$ cat src/rtl/sb_rx_deserializer_if.sv
// ---------------------------------------------------------------------------
// sb_rx_deserializer_if
// Packet delivery interface between the sideband receive path and the
// logical layer.
//   data_o   64  packet at the head of the receive FIFO
//   valid_o   1  a packet is available on data_o
//   ready_i   1  consumer accepts data_o
// Handshake: a transfer happens at every clock edge where valid_o && ready_i.
// While valid_o=1 and ready_i=0, data_o is held stable. valid_o never
// depends on ready_i.
// Modports:
//   master - the deserializer (drives data_o/valid_o, observes ready_i)
//   slave  - the consumer (observes data_o/valid_o, drives ready_i)
// ---------------------------------------------------------------------------
interface sb_rx_deserializer_if;
    logic [63:0] data_o;
    logic        valid_o;
    logic        ready_i;

    modport master (output data_o, output valid_o, input ready_i);
    modport slave  (input data_o, input valid_o, output ready_i);
endinterface

$ cat src/rtl/sb_rx_deserializer.sv
// ---------------------------------------------------------------------------
// sb_rx_deserializer
// Sideband receive path. Samples dataPin_i on every cycle clkPin_i is high,
// assembles 64-bit packets LSB-first, checks the all-low gap that must
// follow each packet, and buffers finished packets in a small FIFO that the
// logical layer drains through a valid/ready handshake.
// Ports:
//   clk_800MHz   in   core clock
//   reset        in   asynchronous active-low reset
//   dataPin_i    in   serial sideband data
//   clkPin_i     in   forwarded clock active this cycle (bit/gap slot valid)
//   enable_i     in   1 = store packets, 0 = receive and discard
//   rx           if   packet delivery (data_o / valid_o / ready_i)
//   overflow_o   out  sticky: a packet was dropped because the FIFO was full
//   frame_err_o  out  one-cycle pulse per framing violation
//   busy_o       out  receiver is not idle
//   state_o      out  current receiver state (IDLE=0, RECEIVING=1, GAP=2)
// ---------------------------------------------------------------------------
module sb_rx_deserializer #(
    parameter int buffer_size = 4,
    parameter int GAP_CYCLES  = 32
) (
    input  logic                       clk_800MHz,
    input  logic                       reset,
    input  logic                       dataPin_i,
    input  logic                       clkPin_i,
    input  logic                       enable_i,
    sb_rx_deserializer_if.master       rx,
    output logic                       overflow_o,
    output logic                       frame_err_o,
    output logic                       busy_o,
    output logic [1:0]                 state_o
);
    localparam int AW = $clog2(buffer_size);
    localparam int GW = $clog2(GAP_CYCLES + 1);

    typedef enum logic [1:0] {
        IDLE      = 2'd0,
        RECEIVING = 2'd1,
        GAP       = 2'd2
    } state_t;

    state_t        state_q, state_d;
    logic [5:0]    bit_ctr_q, bit_ctr_d;
    logic [GW-1:0] gap_ctr_q, gap_ctr_d;
    logic          frame_err_q, frame_err_d;
    logic          push_cycle;

    // Bit 63 is never stored here: it is taken straight from the pin in the
    // push cycle.
    logic [62:0]   shift_q;

    logic [63:0]   mem [buffer_size];
    logic [AW-1:0] wr_ptr_q, rd_ptr_q;
    logic [AW:0]   count_q;
    logic          overflow_q;

    logic          fifo_valid, fifo_full, do_push, do_pop, push_ok, ovf_set;

    // ---------------- receiver FSM ----------------
    always_ff @(posedge clk_800MHz or negedge reset) begin
        if (!reset) begin
            state_q     <= IDLE;
            bit_ctr_q   <= '0;
            gap_ctr_q   <= '0;
            frame_err_q <= 1'b0;
        end else begin
            state_q     <= state_d;
            bit_ctr_q   <= bit_ctr_d;
            gap_ctr_q   <= gap_ctr_d;
            frame_err_q <= frame_err_d;
        end
    end

    always_comb begin
        state_d     = state_q;
        bit_ctr_d   = bit_ctr_q;
        gap_ctr_d   = gap_ctr_q;
        frame_err_d = 1'b0;
        push_cycle  = 1'b0;
        case (state_q)
            IDLE: begin
                if (clkPin_i) begin
                    state_d   = RECEIVING;
                    bit_ctr_d = 6'd1;
                end
            end
            RECEIVING: begin
                if (!clkPin_i) begin
                    frame_err_d = 1'b1;
                    state_d     = IDLE;
                    bit_ctr_d   = '0;
                end else if (bit_ctr_q == 6'd63) begin
                    push_cycle = 1'b1;
                    state_d    = GAP;
                    bit_ctr_d  = '0;
                    gap_ctr_d  = '0;
                end else begin
                    bit_ctr_d = bit_ctr_q + 6'd1;
                end
            end
            GAP: begin
                if (!clkPin_i) begin
                    frame_err_d = 1'b1;
                    state_d     = IDLE;
                    gap_ctr_d   = '0;
                end else begin
                    // A high gap bit is flagged but the gap keeps running.
                    frame_err_d = dataPin_i;
                    if (gap_ctr_q == GW'(GAP_CYCLES - 1)) begin
                        state_d   = IDLE;
                        gap_ctr_d = '0;
                    end else begin
                        gap_ctr_d = gap_ctr_q + GW'(1);
                    end
                end
            end
            default: begin
                state_d   = IDLE;
                bit_ctr_d = '0;
                gap_ctr_d = '0;
            end
        endcase
    end

    // In IDLE bit_ctr is 0, so the same write covers bit0.
    always_ff @(posedge clk_800MHz or negedge reset) begin
        if (!reset) begin
            shift_q <= '0;
        end else if (clkPin_i && (state_q == IDLE ||
                     (state_q == RECEIVING && bit_ctr_q != 6'd63))) begin
            shift_q[bit_ctr_q] <= dataPin_i;
        end
    end

    // ---------------- packet FIFO ----------------
    assign fifo_valid = (count_q != '0);
    assign fifo_full  = (count_q == (AW + 1)'(buffer_size));
    assign do_push    = push_cycle && enable_i;
    assign do_pop     = fifo_valid && rx.ready_i;
    // When full, a push only fits if the head leaves in the same cycle.
    assign push_ok    = do_push && (!fifo_full || do_pop);
    assign ovf_set    = do_push && fifo_full && !do_pop;

    always_ff @(posedge clk_800MHz) begin
        if (push_ok) begin
            mem[wr_ptr_q] <= {dataPin_i, shift_q};
        end
    end

    always_ff @(posedge clk_800MHz or negedge reset) begin
        if (!reset) begin
            wr_ptr_q   <= '0;
            rd_ptr_q   <= '0;
            count_q    <= '0;
            overflow_q <= 1'b0;
        end else begin
            if (push_ok) wr_ptr_q <= wr_ptr_q + AW'(1);
            if (do_pop)  rd_ptr_q <= rd_ptr_q + AW'(1);
            case ({push_ok, do_pop})
                2'b10:   count_q <= count_q + (AW + 1)'(1);
                2'b01:   count_q <= count_q - (AW + 1)'(1);
                default: count_q <= count_q;
            endcase
            if (ovf_set) overflow_q <= 1'b1;
        end
    end

    // Head entry is masked to zero when empty so data_o reads 0 in reset.
    assign rx.data_o  = fifo_valid ? mem[rd_ptr_q] : '0;
    assign rx.valid_o = fifo_valid;

    assign overflow_o  = overflow_q;
    assign frame_err_o = frame_err_q;
    assign busy_o      = (state_q != IDLE);
    assign state_o     = state_q;
endmodule
$ cat src/flat_wrapper.sv
// flat-port wrapper written by rule: the top's interface ports become plain ports
module sb_rx_deserializer_flat 
#(
    parameter int buffer_size = 4,
    parameter int GAP_CYCLES  = 32
)
  (clk_800MHz, reset, dataPin_i, clkPin_i, enable_i, overflow_o, frame_err_o, busy_o, state_o, rx_data_o, rx_valid_o, rx_ready_i);
  sb_rx_deserializer_if rx_i ();
  input  logic clk_800MHz;
  input  logic reset;
  input  logic dataPin_i;
  input  logic clkPin_i;
  input  logic enable_i;
  output logic overflow_o;
  output logic frame_err_o;
  output logic busy_o;
  output logic [1:0] state_o;
  output wire logic [$bits(rx_i.data_o)-1:0] rx_data_o;
  output wire logic [$bits(rx_i.valid_o)-1:0] rx_valid_o;
  input wire logic [$bits(rx_i.ready_i)-1:0] rx_ready_i;
  assign rx_data_o = rx_i.data_o;
  assign rx_valid_o = rx_i.valid_o;
  assign rx_i.ready_i = rx_ready_i;
  sb_rx_deserializer #(.buffer_size(buffer_size), .GAP_CYCLES(GAP_CYCLES)) u_core (.clk_800MHz(clk_800MHz), .reset(reset), .dataPin_i(dataPin_i), .clkPin_i(clkPin_i), .enable_i(enable_i), .rx(rx_i), .overflow_o(overflow_o), .frame_err_o(frame_err_o), .busy_o(busy_o), .state_o(state_o));
endmodule
$ cat config.mk
export PLATFORM = sky130hd
export DESIGN_NAME = sb_rx_deserializer_flat
export DESIGN_NICKNAME = d
export VERILOG_FILES = /design/src/rtl/sb_rx_deserializer_if.sv /design/src/rtl/sb_rx_deserializer.sv /design/src/flat_wrapper.sv
export SDC_FILE = /design/constraint.sdc
export NUM_CORES = 1
export LEC_CHECK = 0
export BUFFER_PORTS_ARGS = -buffer_cell sky130_fd_sc_hd__buf_2
export CELL_PAD_IN_SITES_DETAIL_PLACEMENT = 1
export CELL_PAD_IN_SITES_GLOBAL_PLACEMENT = 1
export CORE_ASPECT_RATIO = 0.9
export CORE_MARGIN = 10
export CORE_UTILIZATION = 49
export CTS_CLUSTER_DIAMETER = 100
export CTS_CLUSTER_SIZE = 12
export DETAILED_ROUTE_END_ITERATION = 10
export GPL_TIMING_DRIVEN = 0
export PLACE_DENSITY_LB_ADDON = 0.1
export SKIP_LAST_GASP = 1
export SYNTH_ARGS = -nofsm -noshare
export SYNTH_HDL_FRONTEND = slang
export SYNTH_SLANG_ARGS = --single-unit
$ cat constraint.sdc
create_clock -name clk_800MHz -period 8.9 [get_ports clk_800MHz]
set_input_delay 2.67 -clock clk_800MHz [delete_from_list [all_inputs] [get_ports clk_800MHz]]
set_output_delay 2.67 -clock clk_800MHz [all_outputs]
set_load 0.02 [all_outputs]
# Word-level counts from Yosys, hierarchy flattened
# Memories as Yosys holds them, arrays and structs flattened.
# Index checks and enable logic that the tools add are counted.
[word_totals]
ff_bits = 86
latchBits = 0
mem_bits_rw = 256
rom_bits = 0
mem_count = 1
[classes]
n_addsub = 6
mul = 0
div_mod_pow = 0
n_lt_le_gt_ge = 2
eq_ne = 13
shift = 0
n_mux = 28
bitwise_logic = 2
reduce_logical = 19
[mem_list]
columns = ["name", "words", "width", "rd", "rd_ports_with_merged_regs", "wr", "line_no", "text"]
rows = [
  ["u_core.mem", 4, 64, 1, 0, 1, "sb_rx_deserializer.sv:53", "logic [63:0] mem [buffer_size];"],
]
[ops]
columns = ["operator", "n"]
rows = [
  ["$mux W64", 1],
  ["$bwmux W63", 1],
  ["$mux W6", 7],
  ["$pmux W6 S3", 2],
  ["$add A6 B1 Y6 const B", 2],
  ["$mux W2", 5],
  ["$logic_and A1 B1 Y1", 8],
  ["$mux W1", 8],
  ["$lt A6 B7 Y1 const B", 1],
  ["$demux W1 S6", 1],
  ["$eq A6 B5 Y1 const B", 1],
  ["$eq A6 B6 Y1 const B", 1],
  ["$ge A6 B1 Y1 const B", 1],
  ["$ne A3 B2 Y1 const B", 2],
  ["$ne A6 B6 Y1 const B", 1],
  ["$pmux W2 S3", 1],
  ["$pmux W3 S2", 1],
  ["$reduce_and A3 Y1", 2],
  ["$add A2 B1 Y2 const B", 2],
  ["$eq A2 B1 Y1 const B", 2],
  ["$eq A2 B2 Y1 const B", 2],
  ["$ne A2 B2 Y1 const B", 2],
  ["$reduce_bool A2 Y1", 2],
  ["$add A3 B1 Y3 const B", 1],
  ["10 further kinds", 13],
]

# Depth between registers and ports, before layout
# Gate-level depths: netlist of run 1.
[logic_depth]
ltp_word = 8
mapped_depth = 10
mapped_depth_nobuf = 10

# Worst setup path before layout of run 1
# Ideal clock, no wire load.
[synth_path]
kind = "input port to flip-flop"
from = "input clkPin_i"
to = "memory u_core.mem[0][0], enable pin"
arrival_time_ns = 4.989
required_ns = 8.471
slack_ns = 3.483
path_stages = 5
n_path_buf = 1
path_cell_list = "nand2_2 or3_1 buf_2 nor2_2 and2_1"
[synth_via]
elab_chain_len = 6
[synth_lines]
columns = ["item", "line_no", "text"]
rows = [
  ["start: declaration", "flat_wrapper.sv:12", "input logic clkPin_i;"],
  ["$mux W1", "sb_rx_deserializer.sv:89", "if (!clkPin_i) begin"],
  ["$mux W1", "sb_rx_deserializer.sv:81", "case (state_q)"],
  ["$logic_and A1 B1 Y1", "sb_rx_deserializer.sv:139", "assign do_push = push_cycle && enable_i;"],
  ["$logic_and A1 B1 Y1", "sb_rx_deserializer.sv:142", "assign push_ok = do_push && (!fifo_full || do_pop);"],
  ["$mux W1", "sb_rx_deserializer.sv:146", "if (push_ok) begin"],
  ["$mux W1 (not written as such)", "sb_rx_deserializer.sv:147", "mem[wr_ptr_q] <= {dataPin_i, shift_q};"],
  ["end: declaration", "sb_rx_deserializer.sv:53", ""],
]
# No other way between the ends.

# Worst setup path after layout of run 1
[layout_path]
from = "register u_core.count_q[0]"
to = "output rx_data_o[48]"
[layout_via]
elab_chain_len = 2
[layout_lines]
columns = ["item", "line_no", "text"]
rows = [
  ["start: declaration", "sb_rx_deserializer.sv:55", "logic [AW:0] count_q;"],
  ["start signal: assignment", "sb_rx_deserializer.sv:161", "2'b10: count_q <= count_q + (AW + 1)'(1);"],
  ["start signal: assignment", "sb_rx_deserializer.sv:162", "2'b01: count_q <= count_q - (AW + 1)'(1);"],
  ["start signal: assignment", "sb_rx_deserializer.sv:163", "default: count_q <= count_q;"],
  ["$reduce_bool A3 Y1", "sb_rx_deserializer.sv:137", "assign fifo_valid = (count_q != '0);"],
  ["$mux W64", "sb_rx_deserializer.sv:170", "assign rx.data_o = fifo_valid ? mem[rd_ptr_q] : '0;"],
  ["end: declaration", "flat_wrapper.sv:18", "output wire logic [$bits(rx_i.data_o)-1:0] rx_data_o;"],
]
# No other way between the ends.

==> metrics.md, run 1 <==
| Metric | Value |
|---|---|
| Min-Delay Path Class | register to register |
| Hold WS | 0.4523 ns |
| Final Hold Vio Count | 0 |
| Final min period | roughly 5.8 ns |
| Critical-path maximum fanout | 10 |
| Largest net degree at the start of global routing | 62 |
| Fin. max-slew vios | 0 |
| # fillers | 2554 |
| Synth Area per Inst | between 15 and 20 sq um |
| CP Launch Type | register |
| Detail Placement HPWL | 20500 microns |
| Final Non-Filler Cells | between 1000 and 1500 |
| DR pass1 iterations | 4 |
| Net Count, Synth | roughly 840 |
| Most frequent cells in the layout | edfxtp_1 (256), buf_2 (89), dfrtp_1 (86) |
| Comb pwr share | 20.7% |
| Num rows | 58 |
| Synth Register Bits | between 300 and 400 |
| Clk network pwr share | roughly 34% |
| Final Power | between 3000 and 4000 uW |
| Final setup viols | 0 |
| Post-CTS Setup Repair Bufs | 0 |
| Via Count | 7431 |
| CTS HTree Levels | 2 |
| GRT overflow | 0 |
| Clock Latency Late Sink | between 0.5 and 0.6 ns |
| Vias in the first global route | ~8300 |
| Hold Path Depth | 1 |
| Total core area | ~28000 sq um |
| Layout cells sized above 1 | 27.40% |
| Root Driver | clkbuf_16 |
| Total Routing Usage GR | between 10% and 20% |
| Clock-pin slew on the worst setup and hold paths | 0.06 ns |
| Worst EP required | around 6.2 ns |
| IO Port Bufs | 75 |
| Internal power | ~2800 uW |
| Wire length per cell | between 20 and 25 microns |
| Die Footprint | between 30000 and 40000 sq um |
| Worst reg2reg path depth | 8 |
| Cell Area, Synth | 13920 sq um |
| DRC Markers | 0 |
| Min-Delay Startpoint | u_core.overflow_o$_DFFE_PN0P_ |
| Unrepaired setup endpoints after global routing | false |
| Status | finished, final reports clean |
| CTS max path bufs | 3 |
| Fin crit share | around 65% |
| Ys flop type | edfxtp_1 |
| Clock skew | around 0.021 ns |
| Register area share after synthesis | 70.70% |
| Starting density of the core | about half |
| Post-synth ARST share | between 20% and 30% |
| Die H | approximately 180 microns |
| Top Ports | 76 |
| Antenna violations before repair | 1 |
| Number of max-cap violations | 0 |
| Num CTS Buffers | 34 |
| TNS Setup | 0 ns |
| Clock sinks | between 300 and 400 |
| Sequential cell fraction of total power | a little under half |
| Most common cell after layout, fill and taps aside | edfxtp_1 |
| Pre-CTS setup slack | ~3.6 ns |
| R2r setup slk | just under 6 ns |
| Post-layout nets | ~950 |
| Mapped Cells | slightly above 800 |
| Ant. Diodes | 0 |
| DRT iter0 DRCs | ~390 |
| RR Startpoint | u_core.state_o[1]$_DFFE_PN0P_ |
| CTS tree | done |
| Switching share of power | between 20% and 30% |
| Final ANT Viol Nets | 0 |
| Endpoint, Worst Hold | u_core.overflow_o$_DFFE_PN0P_ |
| Post-synth EDFFs | 256 |
| First-pass GRT wire length | roughly 50000 microns |
| Drt total wl | ~32000 microns |
| DR vias/cell | between 5 and 6 |
| Synth cell types | 52 |
| Top cells by area, synth | edfxtp_1 (55%), dfrtp_1 (15%), mux4_2 (10%) |
| Lkg Pwr | 0.005964 uW |
| Die Width | 197.6 microns |
| Final WS setup | 3.114 ns |
| Psw | 1110 uW |
| CTS Hold Bufs | 0 |
| Kind of end point of the critical path | output port |
| CTS resizes | 0 |
| F_max | 172.8 MHz |
| Worst EP arrival | ~3.1 ns |
| Synthesis-to-layout area growth | 13.97% |
| Worst slew pin tran | between 0.8 and 0.9 ns |
| Worst Path Class, Setup | register to output port |
| VDD IR max | roughly 0.13 mV |
| Reg2reg end | u_core.mem[0][24]$_DFFE_PP_ |
| GPL Wtd Cong | 0.7408 |
| Placed cells | roughly 1300 |
| Slew headroom | between 40% and 50% |
| Post-synth top area share | about 55% |
| Cell accounting for the most synthesized area | edfxtp_1 |
| Yosys synthesis warning count | 0 |
| Cell Pwr Density | roughly 250 nW/um^2 |
==> synth_stat cells, types with 3 or more instances <==
| library cell | number |
|---|---|
| a21o_1 | 3 |
| a21oi_1 | 8 |
| and2_1 | 69 |
| and3_1 | 4 |
| buf_1 | 3 |
| buf_2 | 15 |
| clkbuf_1 | 30 |
| dfrtp_1 | 86 |
| edfxtp_1 | 256 |
| ha_1 | 9 |
| inv_1 | 9 |
| mux2_1 | 9 |
| mux2_2 | 55 |
| mux2i_1 | 4 |
| mux4_2 | 64 |
| nand2_1 | 48 |
| nand2b_1 | 4 |
| nand3_1 | 15 |
| nor2_1 | 58 |
| nor2b_1 | 6 |
| nor3_1 | 5 |
| o21ai_0 | 17 |
| or3_1 | 3 |
| or4b_1 | 3 |
| xnor2_1 | 3 |
==> stage by stage <==
step	util, %	instance area [sq um]
finish	56.77	15860
global route	56.77	15860
CTS	56.77	15860
detailed placement	53.25	14880
global placement	52.77	14740
floorplan	-	13920
==> registers in the layout (all words and copies together) (netlist names) <==
register / flops
u_core.shift_q: 63
u_core.gap_ctr_q: 6
u_core.overflow_o: 1
u_core.state_o: 2
u_core.wr_ptr_q: 2
u_core.rd_ptr_q: 2
u_core.frame_err_o: 1
u_core.count_q: 3
u_core.mem: 256
u_core.bit_ctr_q: 6
==> routing by layer <==
metal	track usage, %	share of wire [%]	up-vias	wire [microns]
li1	-	-	3322	-
met3	2.838	3.8	43	1230
met1	24.29	44	3926	14140
met2	30.52	50	140	16200
met4	4.702	1.6	0	520
met5	0	0	-	0
==> layout make-up <==
| type | count | area (sq um) | share of cell area (%) |
|---|---|---|---|
| plain buffers | 48 | 198.9 | 1.254 |
| clock buffers | 59 | 965.9 | 6.090 |
| clock inverters | 2 | 17.52 | 0.1104 |
| inverters | 9 | 33.78 | 0.2130 |
| multi-input cells | 420 | 3855 | 24.30 |
| flip-flops and latches | 342 | 9839 | 62.03 |
| well taps | 360 | 450.4 | 2.840 |
| repair buffers | 80 | 500.5 | 3.155 |
==> worst max-delay path: stages, from the launching register on <==
cell and delay, ns:
dfrtp_1 0.38, clkbuf_1 0.31, or3_1 0.43, clkbuf_1 0.49, clkbuf_1 0.53, and2_1 0.27
buf_2 0.19
==> power groups by stage <==
| stage | Sequential (uW) | Combinational [uW] | Clock [uW] |
|---|---|---|---|
| floorplan | 1800 | 557 | 0 |
| global placement | 1810 | 793 | 0 |
| detailed placement | 1810 | 822 | 0 |
| CTS | 1780 | 825 | 1340 |
| global route | 1780 | 881 | 1400 |
| finish | 1780 | 807 | 1310 |
==> logic make-up (layout without fill, tap and decap cells) <==
group | Yosys count | after routing | synth area share [%]
mux | 132 | 132 | 15.82
simple gates | 230 | 230 | 8.604
fa+ha+maj | 10 | 10 | 0.9530
xor+xnor | 3 | 3 | 0.1888
flops | 342 | 342 | 70.70
compound gates | 45 | 45 | 2.059
buf+inv | 57 | 198 | 1.672
==> how the worst max path moves through the flow <==
stage	start	to	slack, ns	depth (start not counted)
final	u_core.count_q[0]$_DFFE_PN0P_	rx_data_o[48]	3.11	6
after detailed placement	u_core.count_q[0]$_DFFE_PN0P_	rx_data_o[48]	3.62	6
after global placement	clkPin_i	u_core.mem[1][29]$_DFFE_PP_	1.85	6
after floorplan	clkPin_i	u_core.mem[0][0]$_DFFE_PP_	3.48	5
after CTS	u_core.count_q[0]$_DFFE_PN0P_	rx_data_o[48]	3.04	6
after global routing	u_core.count_q[0]$_DFFE_PN0P_	rx_data_o[49]	2.94	6
Note: power is estimated with default switching activity, not from simulation.
==> inputs of run 2 (changes only) <==
CORE_UTILIZATION = 47   (was 49)
clock period = 4.87 ns   (was 8.9 ns; I/O delays follow)
==> metrics.md, run 2 (synthesis results as in run 1) <==
| Metric | Value |
|---|---|
| Worst Path Class, Setup | register to output port |
| Worst EP arrival | 3.10 ns |
| Total core area | roughly 29000 sq um |
| Final instance area | between 15000 and 20000 sq um |
| Crit path max-delay cell type | clkbuf_1 |
| GRT overflow | 0 |
| Worst reg2reg path depth | 9 |
| Post-CTS Setup Repair Bufs | 0 |
| CTS max path bufs | 3 |
| CTS tree | done |
| Clock-pin slew on the worst setup and hold paths | about 0.060 ns |
| Endpoint, Worst Hold | u_core.overflow_o$_DFFE_PN0P_ |
| Clock sinks | 342 |
| GPL Wtd Cong | ~0.79 |
| Final Non-Filler Cells | roughly 1400 |
| Min-Delay Startpoint | u_core.overflow_o$_DFFE_PN0P_ |
| F_max | approximately 220 MHz |
| Layout cells sized above 1 | 27.45% |
| CTS Hold Bufs | 0 |
| DR pass1 iterations | 5 |
| VDD IR max | approximately 0.29 mV |
| Antenna violations before repair | 0 |
| Synthesis-to-layout area growth | 14.35% |
| Crit path buf inv count | 4 |
| Cell Pwr Density | 445.1 nW/um^2 |
| Lkg Pwr | approximately 0.006 uW |
| Final Hold Vio Count | 0 |
| Largest register FFs | ~260 |
| Biggest cell delay along the critical path | 0.51 ns |
| Clock Latency Late Sink | between 0.5 and 0.6 ns |
| Most frequent cells in the layout | edfxtp_1 (256), buf_2 (89), dfrtp_1 (86) |
| RR Startpoint | u_core.count_q[0]$_DFFE_PN0P_ |
| Kind of end point of the critical path | output port |
| Die H | between 150 and 200 microns |
| Hold Path Depth | 1 |
| Fin crit share | 93.71% |
| R2r setup slk | 1.66 ns |
| Top Ports | 76 |
| Cell chain of the critical path | clkbuf_1 > or3_1 > clkbuf_1 > clkbuf_1 > and2_1 > buf_2 |
| Die Width | around 200 microns |
| Number of max-cap violations | 0 |
| Most common cell on crit path | clkbuf_1 |
| Min-Delay Path Class | register to register |
| Starting density of the core | 47.85% |
| First-pass GRT wire length | roughly 49000 microns |
| TNS Setup | 0 ns |
| Unrepaired setup endpoints after global routing | false |
| Num rows | 59 |
| DRC Markers | 0 |
| Post-DP Area | between 10000 and 15000 sq um |
| Final setup viols | 0 |
| Wire length per cell | 23.31 microns |
| Via Count | between 7000 and 8000 |
| # fillers | 2780 |
| Ant. Diodes | 0 |
| Final min period | about 4.6 ns |
| Worst slew pin tran | a little under 0.9 ns |
| CTS resizes | 0 |
| Hold WS | between 0.4 and 0.5 ns |
| CTS HTree Levels | 2 |
| Drt total wl | between 30000 and 40000 microns |
| Die Footprint | approximately 37000 sq um |
| Largest net degree at the start of global routing | 52 |
| Placed cells | about 1300 |
| Critical-path maximum fanout | 10 |
| CP Launch Type | register |
| Worst EP required | roughly 3.4 ns |
| Detail Placement HPWL | 20530 microns |
| IO Port Bufs | between 70 and 80 |
| Post-layout nets | ~950 |
| Num CTS Buffers | 34 |
| Final WS setup | 0.3064 ns |
| Top flop regs | u_core.mem x256, u_core.shift_q x63 |
| Total Routing Usage GR | between 15 and 20% |
| Clock skew | 0.02653 ns |
| Pre-CTS setup slack | between 0.7 and 0.8 ns |
| Status | finished, final reports clean |
| Family with the most delay on the worst path | buffers and inverters |
| DR vias/cell | between 5 and 6 |
| Slew headroom | 41.64% |
| Final ANT Viol Nets | 0 |
| Vias in the first global route | ~8200 |
| Reg2reg end | u_core.count_q[1]$_DFFE_PN0P_ |
| Root Driver | clkbuf_16 |
| DRT iter0 DRCs | 399 |
| Largest Register | u_core.mem |
| Fin. max-slew vios | 0 |
| Most common cell after layout, fill and taps aside | edfxtp_1 |
## run 2: power by group
| part | leakage [uW] | switching [uW] | internal [uW] |
|---|---|---|---|
| sequential | 0.00369 | 56.6 | 3190 |
| clock | 0.000466 | 1040 | 1340 |
| combinational | 0.00184 | 915 | 544 |
| total | 0.00599 | 2010 | 5080 |
## run 2: final cells by class
cell class,instances,area [sq um],area share [%]
tap,396,495.5,3.113
inverter,9,33.78,0.2123
sequential,342,9839,61.83
multi-input combinational,420,3855,24.22
clock buffer,57,958.4,6.022
clock inverter,2,17.52,0.1101
buffer,48,198.9,1.250
timing repair buffer,80,515.5,3.239
## run 2: metrics by stage
| stage | power, uW | util (%) |
|---|---|---|
| after global routing | 7418 | 54.71 |
| final | 7084 | 54.71 |
| after floorplan | 4310 | - |
| after CTS | 7189 | 54.71 |
| after detailed placement | 4804 | 51.36 |
| after global placement | 4755 | 50.84 |
## run 2: how the worst max path moves through the flow
stage / startpoint / to / slack (ns) / depth (start not counted)
after floorplan: clkPin_i / u_core.mem[0][0]$_DFFE_PP_ / 0.66 / 5
after global placement: clkPin_i / u_core.mem[2][29]$_DFFE_PP_ / -1.10 / 6
after detailed placement: u_core.count_q[0]$_DFFE_PN0P_ / rx_data_o[48] / 0.74 / 6
after CTS: u_core.count_q[0]$_DFFE_PN0P_ / rx_data_o[48] / 0.18 / 6
after global routing: u_core.count_q[0]$_DFFE_PN0P_ / rx_data_o[52] / 0.1 / 6
final: u_core.count_q[0]$_DFFE_PN0P_ / rx_data_o[48] / 0.31 / 6
## run 2: metal layers
metal | track usage, % | vias up | part of all wire (%)
li1 | - | 3327 | -
met1 | 22.74 | 3893 | 44
met2 | 28.64 | 151 | 49
met3 | 2.872 | 50 | 4.8
met4 | 4.205 | 0 | 1.9
met5 | 0 | - | 0
